## src/rtl/serial_addsub_pkg.sv

```systemverilog
// Shared definitions for the bit-serial adder/subtractor.
//   state_t : FSM encoding (IDLE, RUN, DONE)
//   cnt_w() : bit-counter width for a given operand width (clog2, min 1)
package serial_addsub_pkg;

  typedef enum logic [1:0] {
    IDLE = 2'd0,
    RUN  = 2'd1,
    DONE = 2'd2
  } state_t;

  function automatic int cnt_w(input int width);
    return (width < 2) ? 1 : $clog2(width);
  endfunction

endpackage

```

## src/rtl/serial_addsub_fa.sv

```systemverilog
// fa_cell: combinational 1-bit full adder, the only arithmetic in the block.
//   a, b, ci : addend bits and carry in
//   s, co    : sum bit and carry out
module fa_cell (
  input  logic a,
  input  logic b,
  input  logic ci,
  output logic s,
  output logic co
);

  assign s  = a ^ b ^ ci;
  assign co = (a & b) | (a & ci) | (b & ci);

endmodule

```

## src/rtl/serial_addsub.sv

```systemverilog
// serial_addsub: bit-serial A+B+cin / A-B, one bit per clock, LSB first.
//   clk, rst      : clock, synchronous active-high reset
//   start         : request, accepted only in IDLE
//   a, b, cin, sub: operands/mode, sampled on the accepting edge
//   busy          : high in RUN
//   done          : one-cycle result-valid pulse (DONE state)
//   sum, cout, ovf: result, carry out (no-borrow for sub), signed overflow
module serial_addsub
  import serial_addsub_pkg::*;
#(
  parameter int WIDTH = 8
) (
  input  logic             clk,
  input  logic             rst,
  input  logic             start,
  input  logic [WIDTH-1:0] a,
  input  logic [WIDTH-1:0] b,
  input  logic             cin,
  input  logic             sub,
  output logic             busy,
  output logic             done,
  output logic [WIDTH-1:0] sum,
  output logic             cout,
  output logic             ovf
);

  localparam int CW = cnt_w(WIDTH);

  state_t             state, state_nxt;
  logic [WIDTH-1:0]   a_sr, b_sr, sum_sr;
  logic [CW-1:0]      cnt;
  logic               carry;
  logic               cout_r, ovf_r;
  logic               s, c;
  logic               last;

  fa_cell u_fa (
    .a  (a_sr[0]),
    .b  (b_sr[0]),
    .ci (carry),
    .s  (s),
    .co (c)
  );

  assign last = (cnt == CW'(WIDTH - 1));

  always_comb begin
    state_nxt = state;
    case (state)
      IDLE:    if (start) state_nxt = RUN;
      RUN:     if (last)  state_nxt = DONE;
      DONE:    state_nxt = IDLE;
      default: state_nxt = IDLE;
    endcase
  end

  always_ff @(posedge clk) begin
    if (rst) state <= IDLE;
    else     state <= state_nxt;
  end

  always_ff @(posedge clk) begin
    if (rst) begin
      a_sr   <= '0;
      b_sr   <= '0;
      sum_sr <= '0;
      cnt    <= '0;
      carry  <= 1'b0;
      cout_r <= 1'b0;
      ovf_r  <= 1'b0;
    end else begin
      case (state)
        IDLE: if (start) begin
          a_sr  <= a;
          // Subtraction as A + ~B + 1: invert B, force carry-in to 1.
          b_sr  <= sub ? ~b : b;
          carry <= sub ? 1'b1 : cin;
          cnt   <= '0;
        end
        RUN: begin
          sum_sr <= {s, sum_sr[WIDTH-1:1]};
          a_sr   <= a_sr >> 1;
          b_sr   <= b_sr >> 1;
          carry  <= c;
          cnt    <= cnt + CW'(1);
          if (last) begin
            cout_r <= c;
            // On the MSB cycle, carry still holds the carry into the MSB.
            ovf_r  <= carry ^ c;
          end
        end
        default: ;
      endcase
    end
  end

  assign busy = (state == RUN);
  assign done = (state == DONE);
  assign sum  = sum_sr;
  assign cout = cout_r;
  assign ovf  = ovf_r;

endmodule

```

## config.mk

```make
export PLATFORM = sky130hd
export DESIGN_NAME = serial_addsub
export DESIGN_NICKNAME = d
export VERILOG_FILES = /design/src/rtl/serial_addsub_pkg.sv /design/src/rtl/serial_addsub_fa.sv /design/src/rtl/serial_addsub.sv
export SDC_FILE = /design/constraint.sdc
export NUM_CORES = 1
export LEC_CHECK = 0
export ABC_AREA = 0
export CAP_MARGIN = 20
export CORE_ASPECT_RATIO = 0.5
export CORE_MARGIN = 4
export CORE_UTILIZATION = 40
export CTS_BUF_LIST = sky130_fd_sc_hd__clkbuf_4 sky130_fd_sc_hd__clkbuf_8 sky130_fd_sc_hd__clkbuf_16
export CTS_CLUSTER_SIZE = 25
export DETAILED_ROUTE_END_ITERATION = 12
export PLACE_DENSITY_LB_ADDON = 0.1
export SYNTH_ARGS = -nofsm -noshare
export SYNTH_HDL_FRONTEND = slang
export SYNTH_SLANG_ARGS = --single-unit
```

## constraint.sdc

```tcl
create_clock -name clk -period 1.8 [get_ports clk]
set_input_delay 0.27 -clock clk [delete_from_list [all_inputs] [get_ports clk]]
set_output_delay 0.27 -clock clk [all_outputs]
set_load 0.005 [all_outputs]
```

==> metrics.md <==
| Metric | Value |
|---|---|
| Top-area cell type share of the netlist area | `44.6%` |
| Residual DRC | `0` |
| Worst path max stage delay | `0.52 ns` |
| Synth Cell Area | `1440 sq um` |
| Crit Path Category | `register to output pin` |
| Antenna Nets Post-Route | `0` |
| Final Non-Filler Cells | `249` |
| Arr. time, crit path | `1.43 ns` |
| Vias | `1218` |
| Comb pwr share | `14.6%` |
| Period utilization | `94.4%` |
| Die width | `92.7 um` |
| Leak Pwr | `0.691 nW` |
| Slowest cell on the critical path | `clkdlybuf4s50_1` |
| Sequential element share of the synthesized area | `44.6%` |
| CP bufs+invs | `1` |
| RSZ-0062 raised after global routing | `no` |
| Final setup fails | `0` |
| Critical path capture point type | `output pin` |
| Total gr overflow | `0` |
| IO buf count | `32` |
| Sw Share | `24.5%` |
| Seq pwr share | `50.7%` |
| CP cell instances | `nor2b_1 > clkdlybuf4s50_1` |
| TNS Setup | `0 ns` |
| Final instance area | `1900 sq um` |
| Critical Path RT | `1.53 ns` |
| Maximum vdd drop | `0.381 mV` |
| Pint | `1.15 mW` |
| Crit-path max FO | `8` |
| Least-Margin Pin Slew | `0.343 ns` |
| Pre-antenna DRT Iters | `4` |
| Hold crit path type | `register to register` |
| # H-tree levels | `2` |
| Yosys Warn Count | `0` |
| Syn Nets | `188` |
| First DRT Iteration DRCs | `34` |
| Startpoint types | `register` |
| Total GRT Usage | `14.1%` |
| Number of global-route vias before repair | `1139` |
| Per-cell routed wire length | `12.0 um` |
| # IOs | `33` |
| Share of layout cells above drive strength 1 | `10.6%` |
| Max clock buf depth | `2` |
| Most common cell after layout, fill and taps aside | `clkdlybuf4s50_1` |
| DP HPWL | `2120 um` |
| Cells after DPL | `242` |
| Layout Skew | `0.00417 ns` |
| Status | `completed` |
| Worst path top cell family by delay | `buffers and inverters` |
| Clock sink count | `32` |
| Hold-fix buffers, CTS | `0` |
| Clock power frac | `34.7%` |
| Min Tclk post-route | `1.70 ns` |
| # rows | `15` |
| Power Dens Cells | `803 nW/um^2` |
| Initial antenna violation count | `0` |
| FF+latch count, synth | `32` |
| Synthesized area per cell | `8.75 sq um` |
| Die Ht | `50.4 um` |
| Peak Freq | `0.589 GHz` |
| Synth area leaders | `dfxtp_1 (45%), a21oi_1 (6.3%), a22oi_1 (5.2%)` |
| Core area | `3430 sq um` |
| Max cap viols | `0` |
| Setup WS pre-CTS | `0.0609 ns` |
| Final net count | `222` |
| Pins Over Slew Limit | `0` |
| Die ar. | `4670 sq um` |
| Post-synthesis cell type count | `31` |
| First-pass GRT wire length | `5170 um` |
| CTS tree | `built` |
| Final wirelength | `2990 um` |
| Reg clk slew, reported paths | `0.06 ns` |
| CTS buffer count | `5` |
| Root Buffer | `clkbuf_8` |
| Layout area overhead | `32.1%` |
| Mapped Cells | `164` |
| Initial Util | `41.8%` |
| Pin count of the biggest net entering global routing | `33` |
| Final Hold Viols | `0` |
| Synth area leader | `dfxtp_1` |
| Most frequent cells in the layout | `clkdlybuf4s50_1 (32), dfxtp_1 (31), nand2_1 (19), a21oi_1 (18), nor2_1 (13)` |
| Worst skew pair latency | `0.28 ns` |
| Rel. slew slack | `77.1%` |
| Number of diodes | `0` |
| Area of placed instances | `1810 sq um` |
| Setup ws final | `0.101 ns` |
| Final Wtd Congestion | `0.777` |
| Routed vias/inst | `4.89` |
| Switching power | `0.373 mW` |
-- worst register-to-register path: cells and delay by family (launching register included) --
kind	cells	cell delay, ns
flops	1	0.44
buf+inv	2	0.43
compound gates	3	0.43
-- Yosys cell counts (all sizes together) --
cell type   n
o21bai      1
a21oi      18
nor3        7
o21ai       1
nand3b      1
nor2b       1
ha          2
fa          1
a211oi      2
nor4bb      1
or3         1
clkbuf      7
xor2        1
nand2b      8
or4         1
or3b        7
dfxtp      32
o21ba       1
o22ai       8
nand3       2
buf         8
a221oi      1
xnor2       8
nand2      19
inv         2
nor2       13
a22oi      10
-- per-stage QoR --
stage / hold WS, ns / power (mW) / util [%]
4_1_cts: 0.458 / 1.53 / 55.2
6_report: 0.456 / 1.52 / 55.2
3_5_place_dp: 0.449 / 1.01 / 52.8
5_1_grt: 0.471 / 1.60 / 55.2
3_3_place_gp: 0.442 / 1.01 / 52.8
2_1_floorplan: 0.444 / 0.923 / -
-- registers in the layout, indices dropped and copies added, names as in the netlist --
register / cells
sum: 8
a_sr: 8
ovf: 1
cout: 1
cnt: 3
state: 2
b_sr: 8
carry: 1
-- layout make-up --
type,instances,area [sq um]
timing repair buffer,42,395
sequential,32,642
inverter,2,7.51
clock buffer,6,76.3
tap,51,63.8
clock inverter,1,5.00
fill,326,1540
multi-input combinational,115,706
-- layer usage --
| layer | vias up | track usage [%] | wire length [um] |
|---|---|---|---|
| met3 | 4 | 5.54 | 170 |
| met4 | 0 | 6.57 | 44 |
| met1 | 559 | 18.6 | 1540 |
| li1 | 634 | - | - |
| met5 | - | 0 | 0 |
| met2 | 21 | 20.3 | 1230 |
-- power by group through the flow --
stage / Clock (mW) / Combinational, mW / Sequential, mW
floorplan: 0 / 0.144 / 0.780
finish: 0.527 / 0.223 / 0.771
detailed placement: 0 / 0.223 / 0.787
global route: 0.577 / 0.249 / 0.776
global placement: 0 / 0.221 / 0.786
CTS: 0.537 / 0.225 / 0.771
-- kinds of logic after synthesis --
family,after synthesis,synth area share (%)
AOI/OAI and AO/OA,42,18.7
xor gates and xnor gates,9,5.49
adders and majority gates,3,3.14
buffers and inverters,17,6.19
DFF,32,44.6
and+or+nand+nor,61,21.9
-- repair_timing --
item,4_1_cts,5_1_grt
gates resized for setup,0,1
endpoints found under the setup margin,0,1
setup buffers,0,0
hold endpoints to repair,0,0
-- final timing paths --
kind,depth (start not counted),start,endpoint,slack (ns)
setup reg to reg,5,state[1]$_SDFFE_PP0P_,b_sr[0]$_SDFFE_PP0P_,0.43
setup / recovery,2,state[1]$_SDFFE_PP0P_,done,0.10
hold / removal,2,sum[0]$_SDFFE_PP0P_,sum[0]$_SDFFE_PP0P_,0.46
hold reg to reg,2,sum[0]$_SDFFE_PP0P_,sum[0]$_SDFFE_PP0P_,0.46
Power figures use the tool's default switching activity.
